**config.mk**
```make
export PLATFORM = sky130hd
export DESIGN_NAME = ram_bist_ctrl_flat
export DESIGN_NICKNAME = d
export VERILOG_FILES = /design/src/rtl/ram_bist_if.sv /design/src/rtl/ram_bist_ctrl.sv /design/src/flat_wrapper.sv
export SDC_FILE = /design/constraint.sdc
export NUM_CORES = 1
export LEC_CHECK = 0
export ABC_AREA = 1
export CORE_UTILIZATION = 52
export DETAILED_ROUTE_END_ITERATION = 12
export PLACE_DENSITY = 0.83
export SYNTH_ARGS = -nofsm -noshare
export SYNTH_HDL_FRONTEND = slang
export SYNTH_SLANG_ARGS = --single-unit
```
**constraint.sdc**
```tcl
create_clock -name clk -period 2.3 [get_ports clk]
set_clock_uncertainty 0.2 [all_clocks]
set_input_delay 0.23 -clock clk [delete_from_list [all_inputs] [get_ports clk]]
set_output_delay 0.23 -clock clk [all_outputs]
set_load 0.05 [all_outputs]
```
**src/rtl/ram_bist_if.sv**
```systemverilog
// ram_bist_if: start/seed request, RAM port and result signals of the BIST controller
interface ram_bist_if #(
  parameter int DATA_WIDTH = 8,
  parameter int ADDR_WIDTH = 4
);
  logic                  start;
  logic [DATA_WIDTH-1:0] seed;
  logic                  ram_we;
  logic [ADDR_WIDTH-1:0] ram_addr;
  logic [DATA_WIDTH-1:0] ram_din;
  logic [DATA_WIDTH-1:0] ram_dout;
  logic                  busy;
  logic                  done;
  logic                  pass;
  logic [ADDR_WIDTH+1:0] err_count;
  logic [ADDR_WIDTH-1:0] fail_addr;
  logic [DATA_WIDTH-1:0] fail_data;
  modport master (
    input  start, seed, ram_dout,
    output ram_we, ram_addr, ram_din, busy, done, pass, err_count, fail_addr, fail_data
  );
  modport slave (
    output start, seed, ram_dout,
    input  ram_we, ram_addr, ram_din, busy, done, pass, err_count, fail_addr, fail_data
  );
endinterface

```
**src/rtl/ram_bist_ctrl.sv**
```systemverilog
// ram_bist_ctrl: write/read/write-inverse/read-descending RAM test with a one-stage compare pipeline
module ram_bist_ctrl #(
  parameter int DATA_WIDTH = 8,
  parameter int ADDR_WIDTH = 4
) (
  input logic clk,
  input logic rst,
  ram_bist_if.master bus
);
  localparam int EW = ADDR_WIDTH + 2;
  typedef enum logic [2:0] {IDLE, W0, R0, W1, R1, FLUSH, DONE} state_t;
  state_t state_q, state_d;
  logic [ADDR_WIDTH-1:0] cnt_q, cnt_d, addr_q, addr_d, pa_q, fa_q, fa_d;
  logic [DATA_WIDTH-1:0] seed_q, seed_d, din_q, din_d, pat_d, pat_q, pe_q, pe_d, fd_q, fd_d;
  logic [EW-1:0] err_q, err_d;
  logic we_q, we_d, busy_q, busy_d, done_q, done_d, pass_q, pass_d, pv_q, pv_d;
  logic clr, miss, first;
  always_comb begin
    state_d = state_q;
    cnt_d = cnt_q;
    seed_d = seed_q;
    clr = 1'b0;
    case (state_q)
      IDLE, DONE: if (bus.start) begin
        state_d = W0;
        cnt_d = '0;
        seed_d = bus.seed;
        clr = 1'b1;
      end
      FLUSH: state_d = DONE;
      default: begin
        cnt_d = cnt_q + 1'b1;
        if (&cnt_q) state_d = (state_q == W0) ? R0 : (state_q == R0) ? W1 : (state_q == W1) ? R1 : FLUSH;
      end
    endcase
    // all outputs are registered, so they are derived from the next state
    addr_d = (state_d == R1) ? ~cnt_d : (state_d inside {W0, R0, W1}) ? cnt_d : '0;
    pat_d = seed_d ^ DATA_WIDTH'(addr_d);
    we_d = state_d inside {W0, W1};
    din_d = (state_d == W0) ? pat_d : (state_d == W1) ? ~pat_d : '0;
    pat_q = seed_q ^ DATA_WIDTH'(addr_q);
    pv_d = state_q inside {R0, R1};
    pe_d = (state_q == R1) ? ~pat_q : pat_q;
    miss = pv_q && (bus.ram_dout != pe_q);
    first = miss && (err_q == '0);
    err_d = clr ? '0 : (miss && !(&err_q)) ? err_q + 1'b1 : err_q;
    fa_d = clr ? '0 : first ? pa_q : fa_q;
    fd_d = clr ? '0 : first ? bus.ram_dout : fd_q;
    busy_d = state_d inside {W0, R0, W1, R1, FLUSH};
    done_d = state_d == DONE;
    pass_d = done_d && (err_d == '0);
  end
  always_ff @(posedge clk or posedge rst) begin
    if (rst) begin
      state_q <= IDLE;
      cnt_q <= '0;
      seed_q <= '0;
      addr_q <= '0;
      din_q <= '0;
      we_q <= 1'b0;
      pv_q <= 1'b0;
      pa_q <= '0;
      pe_q <= '0;
      err_q <= '0;
      fa_q <= '0;
      fd_q <= '0;
      busy_q <= 1'b0;
      done_q <= 1'b0;
      pass_q <= 1'b0;
    end else begin
      state_q <= state_d;
      cnt_q <= cnt_d;
      seed_q <= seed_d;
      addr_q <= addr_d;
      din_q <= din_d;
      we_q <= we_d;
      pv_q <= pv_d;
      pa_q <= addr_q;
      pe_q <= pe_d;
      err_q <= err_d;
      fa_q <= fa_d;
      fd_q <= fd_d;
      busy_q <= busy_d;
      done_q <= done_d;
      pass_q <= pass_d;
    end
  end
  assign bus.ram_we = we_q;
  assign bus.ram_addr = addr_q;
  assign bus.ram_din = din_q;
  assign bus.busy = busy_q;
  assign bus.done = done_q;
  assign bus.pass = pass_q;
  assign bus.err_count = err_q;
  assign bus.fail_addr = fa_q;
  assign bus.fail_data = fd_q;
endmodule

```
**src/flat_wrapper.sv**
```systemverilog
// flat-port wrapper written by rule: the top's interface ports become plain ports
module ram_bist_ctrl_flat 
#(
  parameter int DATA_WIDTH = 8,
  parameter int ADDR_WIDTH = 4
)
  (clk, rst, bus_start, bus_seed, bus_ram_dout, bus_ram_we, bus_ram_addr, bus_ram_din, bus_busy, bus_done, bus_pass, bus_err_count, bus_fail_addr, bus_fail_data);
  ram_bist_if #(.DATA_WIDTH(DATA_WIDTH), .ADDR_WIDTH(ADDR_WIDTH)) bus_i ();
  input logic clk;
  input logic rst;
  input wire logic [$bits(bus_i.start)-1:0] bus_start;
  input wire logic [$bits(bus_i.seed)-1:0] bus_seed;
  input wire logic [$bits(bus_i.ram_dout)-1:0] bus_ram_dout;
  output wire logic [$bits(bus_i.ram_we)-1:0] bus_ram_we;
  output wire logic [$bits(bus_i.ram_addr)-1:0] bus_ram_addr;
  output wire logic [$bits(bus_i.ram_din)-1:0] bus_ram_din;
  output wire logic [$bits(bus_i.busy)-1:0] bus_busy;
  output wire logic [$bits(bus_i.done)-1:0] bus_done;
  output wire logic [$bits(bus_i.pass)-1:0] bus_pass;
  output wire logic [$bits(bus_i.err_count)-1:0] bus_err_count;
  output wire logic [$bits(bus_i.fail_addr)-1:0] bus_fail_addr;
  output wire logic [$bits(bus_i.fail_data)-1:0] bus_fail_data;
  assign bus_i.start = bus_start;
  assign bus_i.seed = bus_seed;
  assign bus_i.ram_dout = bus_ram_dout;
  assign bus_ram_we = bus_i.ram_we;
  assign bus_ram_addr = bus_i.ram_addr;
  assign bus_ram_din = bus_i.ram_din;
  assign bus_busy = bus_i.busy;
  assign bus_done = bus_i.done;
  assign bus_pass = bus_i.pass;
  assign bus_err_count = bus_i.err_count;
  assign bus_fail_addr = bus_i.fail_addr;
  assign bus_fail_data = bus_i.fail_data;
  ram_bist_ctrl #(.DATA_WIDTH(DATA_WIDTH), .ADDR_WIDTH(ADDR_WIDTH)) u_core (.clk(clk), .rst(rst), .bus(bus_i));
endmodule
```
==> flow_metrics.tcl, run 1 <==
set metrics [dict create \
    status "completed" \
    die_w_um 76.7 \
    antenna_found_initial 0 \
    overflow 0 \
    netlist_instances 335 \
    maxSlewViolCount 0 \
    min_period_ns 2.16 \
    drt_pre_antenna_iters 4 \
    gr-usage-all-layers 0.238 \
    grt_pass1_vias 2412 \
    ys.warnings.count 0 \
    drc 0 \
    grt_pass1_wl_mm 10.8 \
    fin_hold_ws_ns 0.0294 \
    tightest_slew_ns 0.525 \
    synth_nets 357 \
    worstPathCellList "ha_2 -> nand3_2 -> inv_1 -> nand3_1 -> nand3_1 -> nand2_2 -> nor2_4 -> nand3b_1 -> nand2_2 -> nand2_1 -> nand3_1 -> nand2_1" \
    gp_congestion 0.868 \
    p_per_area_mw_per_mm2 1210 \
    critPathCaptureType "flip-flop" \
    crit_fanout 5 \
    fin_nets 426 \
    critPathRequiredTime_ns 2.32 \
    htreeDepth 3 \
    syn_to_final_growth_pct 30.2 \
    vias_per_cell 5.19 \
    core_sq_mm 0.00524 \
    cts.path.max_buffers 2 \
    vias 2480 \
    routed_wl_mm 6.30 \
    most-common-layout-cells "nand2_1, dfrtp_1, clkdlybuf4s50_1" \
    clk_pin_slew_ns 0.06 \
    diodes 0 \
    relSlewSlack 0.649 \
    hold_path.class "input pin to async pin" \
    ctsRootBufferMaster "clkbuf_8" \
    cpPeakStageDelay_ns 0.39 \
    io_buffers 52 \
    cpMostUsedCell "nand3_1" \
    numCtsBuffers 9 \
    die_area_sq_mm 0.00588 \
    mappedNetlistArea_sq_mm 0.00290 \
    ir_drop_mv 0.788 \
    synth.distinct_cells 23 \
    initial_utilization 0.554 \
    syn_area_per_cell_sq_um 8.66 \
    num_io_pins 53 \
    crit_type "flip-flop to flip-flop" \
    dp_hpwl_mm 4.62 \
    cts.sinks 62 \
    grt_max_degree 24 \
    max_freq_mhz 462 \
    fillers 378 \
    leakagePower_nw 1.89 \
    cts_tree "done" \
    dr.first_iter.drc_count 106 \
    yosysSeqAreaShare 0.535 \
    die_h_um 76.7 \
    setup_viol 0 \
    worstSkewPairLatency_ns 0.34 \
    max_cap_violations 0 \
    antenna_left 0 \
    arrival_ns 2.19 \
    final_common_cell "nand2_1" \
    wl_per_cell_um 13.2 \
    cp_slowest_cell "dfrtp_1" \
    finalHoldViolCount 0 \
    setup_tns_ns 0 \
    layout-drive-gt1-share 0.113 \
    rows 26 \
    ys_ff_latch 62 \
    start_kind "flip-flop" \
    post-route-period-util 0.940 \
]
-- Yosys cell counts --
master	count	share of area
buf_2	2	0.0035
clkbuf_1	1	0.0013
dfrtp_1	62	0.53
ha_1	3	0.013
inv_1	51	0.066
inv_2	5	0.0065
nand2_1	87	0.11
nand2_2	5	0.011
nand3_1	40	0.069
nand3_2	3	0.010
nand3b_1	4	0.010
nand4_1	5	0.011
nor2_1	10	0.013
nor2_2	1	0.0022
nor2_4	3	0.012
o211ai_1	2	0.0052
o21ai_0	19	0.033
o21ai_1	5	0.0086
o21ai_2	2	0.0060
o21bai_1	1	0.0026
o22ai_1	4	0.0086
xnor2_1	8	0.024
xor2_1	12	0.036
-- routing by layer --
metal  up-vias  GRT usage  share of wire  wire length [um]
met5         -          0              0                 0
met2        91      0.389           0.49              3080
met1      1158      0.289           0.42              2620
met3        28     0.0560          0.054               340
met4         0      0.133          0.040               252
li1       1203          -              -                 -
-- sequential cells by signal, summed over array words and instances (netlist names) --
register	cells
u_core.bus.fail_data	8
u_core.bus.ram_din	8
u_core.pe_q	8
u_core.seed_q	8
u_core.bus.err_count	6
u_core.bus.fail_addr	4
u_core.bus.ram_addr	4
u_core.cnt_q	4
u_core.pa_q	4
u_core.state_q	3
u_core.bus.busy	1
u_core.bus.done	1
u_core.bus.pass	1
u_core.bus.ram_we	1
u_core.pv_q	1
-- power breakdown --
| group | switching (mW) | internal, mW | total [mW] |
|---|---|---|---|
| combinational | 1.40 | 0.716 | 2.12 |
| sequential | 0.199 | 1.43 | 1.63 |
| clock | 0.382 | 0.443 | 0.826 |
| total | 1.98 | 2.59 | 4.57 |
-- cells by family (layout without fill, tap and decap cells) --
family,after synthesis,after routing,share of synthesized area
flops,62,62,0.535
buf+inv,59,132,0.0772
simple gates,158,158,0.251
fa+ha+maj,3,3,0.0129
compound gates,33,33,0.0638
xor+xnor,20,20,0.0604
-- final timing paths --
check                                             from                 endpoint  slack, ns  cells after the start
worst max-delay path                   u_core.cnt_q[0]    u_core.bus.ram_din[0]       0.14                     12
worst min-delay path                               rst  u_core.bus.fail_addr[3]       0.03                      2
worst max register to register         u_core.cnt_q[0]    u_core.bus.ram_din[0]       0.14                     12
worst min register to register  u_core.bus.ram_addr[0]           u_core.pa_q[0]       0.23                      0
max in group asynchronous                          rst         u_core.seed_q[5]       1.39                      3
min in group clk                u_core.bus.ram_addr[0]           u_core.pa_q[0]       0.23                      0
-- worst max-delay path: cells and delay by family (launching register included) --
kind	cells	cell delay (ns)
flops	1	0.39
fa+ha+maj	1	0.21
simple gates	10	1.14
buf+inv	1	0.09
-- repair_timing --
item,CTS,global route
gates resized for setup,0,6
hold buffers,0,0
hold endpoints to repair,0,0
endpoints found under the setup margin,0,6
buffers inserted,0,2
-- cell type report --
class,instances,area [sq um],share of cell area
inverters,56,210,0.0556
well taps,70,87.6,0.0232
flip-flops and latches,62,1550,0.411
multi-input cells,214,1150,0.304
repair buffers,61,613,0.162
clock inverters,1,5.00,0.00132
clock buffers,14,163,0.0431
-- metrics by stage --
stage / total power, mW / instance area, sq um / cells / utilization / worst slack [ns]
5_1_grt: 4.86 / 3780 / 478 / 0.721 / -0.0259
3_3_place_gp: 3.64 / 3570 / 461 / 0.682 / 0.162
6_report: 4.57 / 3780 / 478 / 0.721 / 0.138
4_1_cts: 4.57 / 3740 / 476 / 0.714 / 0.141
2_1_floorplan: 3.09 / 2900 / 335 / - / 0.200
3_5_place_dp: 3.72 / 3570 / 461 / 0.682 / 0.137
No activity file was read; power rests on OpenSTA's default activity.
==> run 2: changes to the inputs <==
--- a/config.mk
+++ b/config.mk
@@ -6,9 +6,9 @@
 export NUM_CORES = 1
 export LEC_CHECK = 0
 export ABC_AREA = 1
-export CORE_UTILIZATION = 52
+export CORE_UTILIZATION = 45
 export DETAILED_ROUTE_END_ITERATION = 12
-export PLACE_DENSITY = 0.83
+export PLACE_DENSITY = 0.74
 export SYNTH_ARGS = -nofsm -noshare
 export SYNTH_HDL_FRONTEND = slang
 export SYNTH_SLANG_ARGS = --single-unit
==> run 2 against run 1 <==
Net effect:
- critical path depth unchanged
- cell area up 1.9%
- clock-buffer cell count down 2
- sequential power about the same
- largest power group unchanged
- clock power up 45%
- total power up 7.6%
==> flow_metrics.tcl, run 2 (same netlist as run 1, synthesis figures left out) <==
set metrics [dict create \
    leakagePower_nw 1.92 \
    cts.path.max_buffers 2 \
    stdcell_count 483 \
    seqCellArea_sq_mm 0.00155 \
    die_w_um 82.3 \
    syn_to_final_growth_pct 32.7 \
    p_comb_frac 0.425 \
    setup_tns_ns 0 \
    antenna_found_initial 0 \
    gr-usage-all-layers 0.205 \
    gp_congestion 0.879 \
    num_io_pins 53 \
    critPathCaptureType "flip-flop" \
    cts_resized 0 \
    initial_utilization 0.479 \
    htreeDepth 3 \
    overflow 0 \
    cts_tree "done" \
    hold_path.class "input pin to async pin" \
    p_per_area_mw_per_mm2 1280 \
    multi_input_area_sq_mm 0.00114 \
    drc 0 \
    postCtsSetupRepairBufs 0 \
    max_freq_mhz 467 \
    clkPwrFrac 0.244 \
    critPathRequiredTime_ns 2.31 \
    core_sq_mm 0.00606 \
    maxSlewViolCount 0 \
    power_frac_seq 0.331 \
    ctsRootBufferMaster "clkbuf_8" \
    worstPathCellList "nor2_1 -> nand2_2 -> nand2_2 -> nand2_2 -> o21ai_2 -> nor2_4 -> nor2_4 -> nand2_1 -> nand2_1 -> nand2_1 -> nand3_1 -> nand2_1" \
    fin_nets 426 \
    dp_slack_ns 0.118 \
    grt_pass1_wl_mm 10.1 \
    rsz0062_at_grt "no" \
    p_switching_mw 1.97 \
    crit_fanout 12 \
    cpPeakStageDelay_ns 0.45 \
    relSlewSlack 0.660 \
    min_period_ns 2.14 \
    max_cap_violations 0 \
    cpMostUsedCell "nand2_1" \
    diodes 0 \
    start_kind "flip-flop" \
    fin_ws_ns 0.159 \
    fin_hold_ws_ns 0.0325 \
    wl_per_cell_um 12.9 \
    grt_pass1_vias 2236 \
    routed_wl_mm 6.24 \
    arrival_ns 2.16 \
    path_buf_inv 0 \
    post-route-period-util 0.931 \
    numCtsBuffers 9 \
    final_common_cell "nand2_1" \
    grt_max_degree 29 \
    cp_slowest_cell "dfrtp_1" \
    most-common-layout-cells "nand2_1, dfrtp_1, clkdlybuf4s50_1" \
    vias 2445 \
    critPathTopFamily "simple AND/OR/NAND/NOR gates" \
    layout-drive-gt1-share 0.115 \
    tightest_slew_ns 0.508 \
    dp.cells 468 \
    ir_drop_mv 0.626 \
    worstSkewPairLatency_ns 0.33 \
    crit_type "flip-flop to flip-flop" \
    clk_pin_slew_ns 0.07 \
    die_area_sq_mm 0.00677 \
    switching_share 0.401 \
    dr.first_iter.drc_count 140 \
    rows 28 \
    status "completed" \
    setup_viol 0 \
    internal-power_mw 2.94 \
    cts.sinks 62 \
    fillers 505 \
    vias_per_cell 5.06 \
    die_h_um 82.3 \
    cts_hold_buffers 0 \
    dp_hpwl_mm 4.64 \
    io_buffers 52 \
    finalHoldViolCount 0 \
    antenna_left 0 \
    drt_pre_antenna_iters 5 \
]
## run 2: layout make-up
cell class,instances,area share
Clock buffer,12,0.0429
Clock inverter,3,0.0234
Inverter,56,0.0546
Multi-Input combinational cell,214,0.296
Sequential cell,62,0.403
Tap cell,75,0.0244
Timing Repair Buffer,61,0.156
## run 2: path summary, 6_finish.rpt
path,startpoint,to,slack [ns],cells after the start
setup / recovery,u_core.state_q[0],u_core.bus.ram_din[3],0.16,12
hold / removal,rst,u_core.bus.ram_din[0],0.03,2
setup reg to reg,u_core.state_q[0],u_core.bus.ram_din[3],0.16,12
hold reg to reg,u_core.bus.ram_addr[1],u_core.pa_q[1],0.22,0
max in group asynchronous,rst,u_core.bus.fail_data[5],1.29,3
min in group clk,u_core.bus.ram_addr[1],u_core.pa_q[1],0.22,0
## run 2: worst register-to-register path: cells and delay by family (launching register included)
family	cells	cell delay, ns
DFF	1	0.45
and+or+nand+nor	11	1.21
AOI/OAI and AO/OA	1	0.17
## run 2: per-layer routing
layer / part of all wire / global-route usage
met4: 0.013 / 0.105
met5: 0 / 0
met3: 0.058 / 0.0451
met2: 0.50 / 0.344
met1: 0.43 / 0.248
## run 2: power groups by stage
| stage | Sequential (mW) | Clock (mW) | Combinational, mW |
|---|---|---|---|
| after CTS | 1.63 | 1.23 | 2.09 |
| after floorplan | 2.06 | 0 | 1.03 |
| after detailed placement | 1.64 | 0 | 2.08 |
| after global routing | 1.67 | 1.27 | 2.30 |
| after global placement | 1.64 | 0 | 2.03 |
| final | 1.63 | 1.20 | 2.09 |
## run 2: per-stage QoR
| stage | util | area (sq um) | total power, mW |
|---|---|---|---|
| floorplan | - | 2900 | 3.09 |
| global placement | 0.591 | 3580 | 3.66 |
| detailed placement | 0.591 | 3580 | 3.72 |
| CTS | 0.633 | 3840 | 4.95 |
| global route | 0.635 | 3850 | 5.24 |
| finish | 0.635 | 3850 | 4.92 |
